**src/rtl/exc_req_ctrl.sv**
```systemverilog
// ----------------------------------------------------------------------------
// exc_req_ctrl
// Exception-request controller that sits between the single-cycle datapath
// control and CP0. It takes trap requests from execute (SYSCALL, BREAK, TEQ)
// and one external interrupt line, and filters them against the CP0 STATUS
// mask. An accepted request stalls the pipeline, gives CP0 a one-cycle
// `exception` pulse with cause/epc, and then redirects the PC to the vector.
// ERET is handled as a one-cycle `eret` pulse with a PC redirect to EPC.
//
// Ports:
//   clk          single clock, rising edge
//   rst          asynchronous active-low reset
//   instr_valid  an instruction executes this cycle
//   instr_pc     PC of the executing instruction
//   syscall_i    decoded SYSCALL
//   break_i      decoded BREAK
//   teq_i        decoded TEQ
//   teq_eq       rs == rt for TEQ
//   eret_i       decoded ERET
//   mtc0_i       decoded MTC0 (CP0 write port busy)
//   irq          external interrupt, asynchronous level
//   status       CP0 STATUS (bit0 global, bits1..4 SYSCALL/BREAK/TEQ/INT)
//   exception    one-cycle entry pulse to CP0
//   cause        cause code to CP0
//   epc          PC to CP0
//   eret         one-cycle return pulse to CP0
//   pc_sel       next PC comes from CP0 exc_addr
//   stall        hold PC and suppress register writes
//   busy         FSM is not in IDLE
// ----------------------------------------------------------------------------
module exc_req_ctrl #(
   parameter logic [4:0] C_SYSCALL = 5'b01000,
   parameter logic [4:0] C_BREAK   = 5'b01001,
   parameter logic [4:0] C_TEQ     = 5'b01101,
   parameter logic [4:0] C_INT     = 5'b00000
) (
   input  logic        clk,
   input  logic        rst,
   input  logic        instr_valid,
   input  logic [31:0] instr_pc,
   input  logic        syscall_i,
   input  logic        break_i,
   input  logic        teq_i,
   input  logic        teq_eq,
   input  logic        eret_i,
   input  logic        mtc0_i,
   input  logic        irq,
   input  logic [31:0] status,
   output logic        exception,
   output logic [4:0]  cause,
   output logic [31:0] epc,
   output logic        eret,
   output logic        pc_sel,
   output logic        stall,
   output logic        busy
);

   typedef enum logic [1:0] {
      S_IDLE     = 2'd0,
      S_ENTER    = 2'd1,
      S_REDIRECT = 2'd2,
      S_ERET     = 2'd3
   } state_t;

   state_t      state;
   state_t      state_nxt;

   logic        irq_s1;
   logic        irq_s2;
   logic        irq_s2_q;
   logic        irq_rise;
   logic        irq_pend;

   logic        en_sys;
   logic        en_brk;
   logic        en_teq;
   logic        en_int;
   logic        sel_int;
   logic        take;
   logic        take_eret;
   logic [4:0]  cause_nxt;
   logic [4:0]  cause_q;
   logic [31:0] epc_q;

   // Bits above the five mask bits have no meaning to this block.
   logic        unused_status;
   assign unused_status = ^status[31:5];

   // Request qualification. The interrupt is held back while MTC0 owns the
   // CP0 write port; a trap in the same cycle still wins on priority anyway.
   // The rst term keeps stall low while reset is asserted.
   always_comb begin
      en_sys    = status[0] & status[1] & syscall_i;
      en_brk    = status[0] & status[2] & break_i;
      en_teq    = status[0] & status[3] & teq_i & teq_eq;
      en_int    = status[0] & status[4] & irq_pend & ~mtc0_i;
      take      = rst & (state == S_IDLE) & instr_valid
                  & (en_sys | en_brk | en_teq | en_int);
      take_eret = rst & (state == S_IDLE) & instr_valid & eret_i & ~take;
      sel_int   = 1'b0;
      cause_nxt = C_INT;
      if (en_sys) begin
         cause_nxt = C_SYSCALL;
      end else if (en_brk) begin
         cause_nxt = C_BREAK;
      end else if (en_teq) begin
         cause_nxt = C_TEQ;
      end else begin
         cause_nxt = C_INT;
         sel_int   = en_int;
      end
   end

   assign irq_rise = irq_s2 & ~irq_s2_q;

   // Interrupt synchronizer, edge register and sticky pending flag. A new
   // rising edge wins over a clear in the same cycle so it is never lost.
   always_ff @(posedge clk or negedge rst) begin
      if (!rst) begin
         irq_s1   <= 1'b0;
         irq_s2   <= 1'b0;
         irq_s2_q <= 1'b0;
         irq_pend <= 1'b0;
      end else begin
         irq_s1   <= irq;
         irq_s2   <= irq_s1;
         irq_s2_q <= irq_s2;
         irq_pend <= (irq_pend & ~(take & sel_int)) | irq_rise;
      end
   end

   // cause/epc are captured on the detection edge and held for CP0.
   always_ff @(posedge clk or negedge rst) begin
      if (!rst) begin
         cause_q <= 5'd0;
         epc_q   <= 32'd0;
      end else if (take) begin
         cause_q <= cause_nxt;
         epc_q   <= instr_pc;
      end
   end

   // State register.
   always_ff @(posedge clk or negedge rst) begin
      if (!rst) begin
         state <= S_IDLE;
      end else begin
         state <= state_nxt;
      end
   end

   // Next-state logic: exception entry takes precedence over ERET.
   always_comb begin
      state_nxt = state;
      case (state)
         S_IDLE: begin
            if (take) begin
               state_nxt = S_ENTER;
            end else if (take_eret) begin
               state_nxt = S_ERET;
            end
         end
         S_ENTER:    state_nxt = S_REDIRECT;
         S_REDIRECT: state_nxt = S_IDLE;
         S_ERET:     state_nxt = S_IDLE;
         default:    state_nxt = S_IDLE;
      endcase
   end

   // Output decode. stall covers the detection cycle combinationally.
   always_comb begin
      exception = 1'b0;
      eret      = 1'b0;
      pc_sel    = 1'b0;
      stall     = take;
      busy      = (state != S_IDLE);
      case (state)
         S_ENTER: begin
            exception = 1'b1;
            stall     = 1'b1;
         end
         S_REDIRECT: begin
            pc_sel = 1'b1;
            stall  = 1'b1;
         end
         S_ERET: begin
            eret   = 1'b1;
            pc_sel = 1'b1;
         end
         default: ;
      endcase
   end

   assign cause = cause_q;
   assign epc   = epc_q;

endmodule

```
**config.mk**
```make
export PLATFORM = sky130hd
export DESIGN_NAME = exc_req_ctrl
export DESIGN_NICKNAME = d
export VERILOG_FILES = /design/src/rtl/exc_req_ctrl.sv
export SDC_FILE = /design/constraint.sdc
export NUM_CORES = 1
export LEC_CHECK = 0
export ABC_AREA = 1
export CORE_MARGIN = 5
export CORE_UTILIZATION = 35
export CTS_BUF_LIST = sky130_fd_sc_hd__clkbuf_4 sky130_fd_sc_hd__clkbuf_8
export DETAILED_ROUTE_END_ITERATION = 6
export PLACE_DENSITY = 0.78
export SETUP_SLACK_MARGIN = 0.4
export SLEW_MARGIN = 15
export SYNTH_ARGS = -nofsm -noshare
export SYNTH_HDL_FRONTEND = slang
export SYNTH_SLANG_ARGS = --single-unit
export TNS_END_PERCENT = 100
```
**constraint.sdc**
```tcl
create_clock -name clk -period 1.77 [get_ports clk]
set_clock_uncertainty 0.15 [all_clocks]
set_input_delay 0.2655 -clock clk [delete_from_list [all_inputs] [get_ports clk]]
set_output_delay 0.2655 -clock clk [all_outputs]
set_load 0.01 [all_outputs]
```
==> results of run 1 <==
==> registers in the layout, summed over array words and instances (netlist names) <==
register  flops
irq_s2_q      1
cause         3
irq_s2        1
irq_s1        1
epc          32
state         2
irq_pend      1
==> power by group through the flow <==
stage                     Combinational (mW)  Sequential (mW)  Clock [mW]
after global placement                  2.01             1.53           0
after floorplan                        0.682             1.70           0
final                                   2.24             1.64       0.626
after CTS                               2.05             1.54       0.643
after detailed placement                2.05             1.55           0
after global routing                    2.45             1.69       0.677
==> critical path: stages, from the launching register on <==
cell and delay, ns:
dfrtp_1 0.41, inv_2 0.11, ha_4 0.15, inv_4 0.04
nor2_4 0.11, nand2_4 0.07, nand2_4 0.05, buf_6 0.09
==> logic make-up (layout without fill, tap and decap cells) <==
family	count (synthesis)	after routing	share of synthesized area, %
other	1	2	0.207
adder cells (fa/ha/maj)	5	5	3.45
AND/OR/NAND/NOR	131	131	31.6
buffers and inverters	24	132	6.22
flip-flops	41	41	56.6
AO/OA/AOI/OAI	7	7	1.93
==> routing by layer <==
layer  vias up  part of all wire (%)  GRT usage, %  wire [µm]
met5         -                     0             0          0
met1       838                    41          18.7       2220
met4         0                  0.66          4.49         36
li1        874                     -             -          -
met3         5                   7.0          4.28        382
met2        54                    52          28.7       2820
==> path summary, 6_finish.rpt <==
check / start / to / slack, ns / cells after the start
min in group asynchronous: rst / epc[14]$_DFFE_PN0P_ / 0.48 / 3
max in group asynchronous: rst / epc[9]$_DFFE_PN0P_ / 0.62 / 3
max reg2reg: state[0]$_DFFE_PN0P_ / epc[5]$_DFFE_PN0P_ / 0.06 / 10
min: irq_s1$_DFF_PN0_ / irq_s2$_DFF_PN0_ / 0.20 / 0
min reg2reg: irq_s1$_DFF_PN0_ / irq_s2$_DFF_PN0_ / 0.20 / 0
max: state[0]$_DFFE_PN0P_ / stall / 0.03 / 7
==> through the flow <==
step	power, mW	instance area, µm²	setup WS [ns]	hold WS (ns)	cells
after floorplan	2.39	1840	0.241	-0.180	210
after global placement	3.54	2800	-0.476	0.186	366
after detailed placement	3.60	2800	-0.510	0.190	366
after CTS	4.22	3110	0.0330	0.206	382
after global routing	4.82	3310	-0.0427	0.205	388
final	4.50	3310	0.0296	0.204	388
==> cells in the mapped netlist <==
cell / n / area share [%]
buf_2: 6 / 1.7
buf_4: 2 / 0.83
buf_6: 1 / 0.62
clkbuf_1: 3 / 0.62
conb_1: 1 / 0.21
dfrtp_1: 41 / 57
ha_1: 5 / 3.5
inv_1: 12 / 2.5
nand2_1: 83 / 17
nand2_2: 2 / 0.69
nand2_4: 1 / 0.62
nand3_1: 35 / 9.7
nand3b_1: 1 / 0.41
nor2_1: 5 / 1.0
nor2_2: 1 / 0.35
nor2_4: 2 / 1.2
o21ai_0: 4 / 1.1
o21ai_1: 3 / 0.83
or2_2: 1 / 0.35
==> layout by cell type (no fill, tap or decap), drive strengths merged <==
master	count
nand3b	1
buf	30
clkdlybuf4s50	44
o21ai	7
dfrtp	41
clkdlybuf4s15	16
or2	1
nor2	8
clkbuf	28
ha	5
conb	2
dlygate4sd2	1
inv	12
nand3	35
dlygate4sd3	1
nand2	86
==> cell type report <==
class	instances	area (µm²)
fill	438	1770
timing repair buffer	113	1130
sequential	41	1030
multi-input combinational	145	932
clock buffer	7	90.1
tap	70	87.6
inverter	12	47.5
==> repair_timing <==
action / in CTS / in global routing
pin swaps: 5 / 3
cloned: 4 / 2
hold buffers: 1 / 0
setup endpoints to repair: 78 / 55
setup buffers: 4 / 4
resized for setup: 114 / 89
endpoints found under the hold margin: 41 / 0
==> reports/metrics.yaml, run 1 <==
synth.yosys.warnings: 0
path_class: "flip-flop to primary output"
switchingPower_mw: 1.65
cts-root-buf: "clkbuf_8"
dp_hpwl_um: 3320
crit_path_max_fanout: 3
diodes: 0
antenna_left: 0
grt_antenna_before_repair: 0
fin_nets: 397
fin_crit_sh_pct: 98.3
setup_violations: 0
std_cell_rows: 26
syn_inst: 209
die_height_um: 81.9
core_um2: 5070
area_growth_pct: 82.7
drcViolationCount: 0
clkPwrFrac_pct: 13.9
drt_first_iter_violations: 52
clock_path_buffers: 2
grt_overflow: 0
status: "completed"
worstMarginPinSlew_ns: 0.523
drv_cap: 0
yosys.cell_types.count: 19
track_usage_pct: 16.0
initial_core_util_pct: 35.7
syn-cell-area_um2: 1810
grt_pass1_vias: 1709
hold_violations: 0
p_per_area_nw_per_um2: 1360
crit_path_end_kind: "primary output"
clock-sinks: 41
power_frac_seq_pct: 36.5
p_leak_nw: 1.62
final_max_slew_viol_count: 0
fmax_mhz: 575
min_path_type: "flip-flop to flip-flop"
tritoncts: "done"
h-tree-depth: 2
postLayoutCoreUtil_pct: 65.2
path_clk_slew_ns: 0.07
insertion_delay_ns: 0.28
gp_congestion: 0.706
routedWlPerCell_um: 14.1
numCtsBuffers: 5
ios: 116
synth-seq-cells: 41
fp.dieW_um: 81.9
min_period_ns: 1.74
rsz0062_at_grt: "yes"
worstPathArrival_ns: 1.32
routed_wl_um: 5460
p_comb_share_pct: 49.6
synth.avg_cell_area_um2: 8.67
internal_power_mw: 2.85
vias_per_cell: 4.56
port_buffers: 86
critPathLaunchType: "flip-flop"
max_slew_margin_pct: 65.1
timing.critical_path.required_ns: 1.35
ir_drop_mv: 0.637
seq_area_frac_synth_pct: 56.6
drt_first_pass_iters: 4
drive_gt1_share_pct: 39.3
die_area_um2: 6710
sw_frac_of_total_pct: 36.6
grt_pass1_wl_um: 8150
grt_start_max_net_pins: 42
finalSetupTns_ns: 0
vias: 1771
No activity file was read; power rests on OpenSTA's default activity.
==> run 2, diff against run 1 <==
--- a/config.mk
+++ b/config.mk
@@ -9,6 +9,7 @@
 export CORE_MARGIN = 5
 export CORE_UTILIZATION = 35
 export CTS_BUF_LIST = sky130_fd_sc_hd__clkbuf_4 sky130_fd_sc_hd__clkbuf_8
+export CTS_CLUSTER_DIAMETER = 100
 export DETAILED_ROUTE_END_ITERATION = 6
 export PLACE_DENSITY = 0.78
 export SETUP_SLACK_MARGIN = 0.4
==> results of run 2 <==
The final DEF is identical to that of run 1; final timing and power are the same.
==> run 3, diff against run 2 <==
--- a/config.mk
+++ b/config.mk
@@ -11,8 +11,8 @@
 export CTS_BUF_LIST = sky130_fd_sc_hd__clkbuf_4 sky130_fd_sc_hd__clkbuf_8
 export CTS_CLUSTER_DIAMETER = 100
 export DETAILED_ROUTE_END_ITERATION = 6
+export GPL_TIMING_DRIVEN = 0
 export PLACE_DENSITY = 0.78
-export SETUP_SLACK_MARGIN = 0.4
 export SLEW_MARGIN = 15
 export SYNTH_ARGS = -nofsm -noshare
 export SYNTH_HDL_FRONTEND = slang
==> run 3 against run 2 <==
Net effect: sequential power shrank 8%; critical path depth is the same; the run now ends with negative setup slack left; routed wire length shrank 6.9%; maximum frequency shrank 1.7%; via count shrank 0.79%; count of clock-buffer cells in the layout shrank 1; clock power shrank 5.1%.
==> reports/metrics.yaml, run 3 (synthesis gave the netlist of run 1 again) <==
critPathLaunchType: "flip-flop"
switchingPower_mw: 1.44
fin_crit_sh_pct: 100
tritoncts: "done"
core_um2: 5070
initial_core_util_pct: 35.7
final_cell_mix: "83 x nand2_1, 78 x clkdlybuf4s50_1, 41 x dfrtp_1"
internal_power_mw: 2.79
p_per_area_nw_per_um2: 1390
clock_path_buffers: 2
area_growth_pct: 68.5
drt_first_iter_violations: 44
timing.critical_path.required_ns: 1.35
track_usage_pct: 15.0
diodes: 0
cpPeakStageDelay_ns: 0.40
antenna_left: 0
p_leak_nw: 1.52
critPathSlowestCell: "dfrtp_1"
power_frac_seq_pct: 35.8
fmax_mhz: 565
hold_violations: 0
grt_overflow: 0
post-place-ws_ns: -0.766
multiInputGateArea_um2: 732
max_slew_margin_pct: 54.4
hold_depth: 0
setup_violations: 1
numCtsBuffers: 5
crit_path_max_fanout: 4
path_clk_slew_ns: 0.07
path_class: "flip-flop to primary output"
grt_pass1_vias: 1730
drt_first_pass_iters: 4
grt_start_max_net_pins: 28
drcViolationCount: 0
power.total_mw: 4.23
gp_congestion: 0.788
placed_cells: 367
p_comb_share_pct: 50.1
clock-sinks: 41
seq_area_um2: 1030
ir_drop_mv: 0.761
finalNonFillerCells: 389
place_area_um2: 2780
routed_wl_um: 5090
fin_nets: 398
reg2reg_to: "state[1]$_DFFE_PN0P_"
final_max_slew_viol_count: 0
vias_per_cell: 4.52
insertion_delay_ns: 0.28
drive_gt1_share_pct: 16.6
sw_frac_of_total_pct: 34.0
dp_hpwl_um: 3570
rsz0062_at_grt: "yes"
worst_path_most_repeated_cell: "inv_2"
status: "complete, but fails checks"
finalSetupTns_ns: -0.000806
timing.final.ws_setup_ns: -0.000806
h-tree-depth: 2
clkPwrFrac_pct: 14.1
fp.dieW_um: 81.9
hold_end: "irq_s2$_DFF_PN0_"
min_path_type: "flip-flop to flip-flop"
final_common_cell: "nand2_1"
worstPathArrival_ns: 1.36
r2r_cells: 11
die_height_um: 81.9
vias: 1757
stdcell_area_um2: 3050
cts-root-buf: "clkbuf_8"
reg2reg_slack_ns: 0.10
min_period_ns: 1.77
routedWlPerCell_um: 13.1
worstMarginPinSlew_ns: 0.681
port_buffers: 86
fill_cells: 464
drv_cap: 0
grt_antenna_before_repair: 0
ios: 116
largest_reg_flops: 32
postLayoutCoreUtil_pct: 60.2
violations: "negative setup slack"
std_cell_rows: 26
r2r_start: "state[0]$_DFFE_PN0P_"
worstHoldStart: "irq_s1$_DFF_PN0_"
die_area_um2: 6710
crit_chain: "inv_2, ha_4, inv_2, nor2_4, nand2_4, nand2_1, buf_2"
crit_path_end_kind: "primary output"
grt_pass1_wl_um: 7760
whs_ns: 0.216
## run 3: repair_timing
action	in CTS	in global routing
setup buffers	4	9
gates resized for setup	20	13
cloned	0	0
endpoints found under the hold margin	14	0
pin swaps	2	8
endpoints found under the setup margin	35	30
hold buffers	3	0
## run 3: how the worst max path moves through the flow
stage            end  depth (start not counted)                  from
2_1_floorplan  stall                          7  state[0]$_DFFE_PN0P_
3_3_place_gp   stall                          7                   rst
3_5_place_dp   stall                          9             status[0]
4_1_cts        stall                          7  state[0]$_DFFE_PN0P_
5_1_grt        stall                          7  state[0]$_DFFE_PN0P_
6_report       stall                          7  state[0]$_DFFE_PN0P_
## run 3: routing by layer
metal	GRT usage, %	share of wire, %	up-vias
li1	-	-	873
met4	4.65	1.2	0
met3	5.37	9.2	7
met2	26.4	50	64
met1	17.0	39	813
met5	0	0	-
## run 3: power groups by stage
stage / Combinational (mW) / Clock, mW / Sequential (mW)
final: 2.12 / 0.594 / 1.51
after global routing: 2.35 / 0.651 / 1.56
after CTS: 1.97 / 0.616 / 1.52
after detailed placement: 1.91 / 0 / 1.53
after global placement: 1.87 / 0 / 1.52
after floorplan: 0.615 / 0 / 1.70
## run 3: cell type report
class / count / area share (%)
sequential: 41 / 33.6
timing repair buffer: 103 / 33.1
buffer: 11 / 2.17
tap: 70 / 2.87
multi-input combinational: 145 / 24.0
inverter: 12 / 1.48
clock buffer: 6 / 2.50
clock inverter: 1 / 0.287
## run 3: critical path, delay by kind of cell (launching register included)
kind	cells	cell delay (ns)
DFF	1	0.40
buffers and inverters	3	0.28
and+or+nand+nor	3	0.25
adders and majority gates	1	0.15
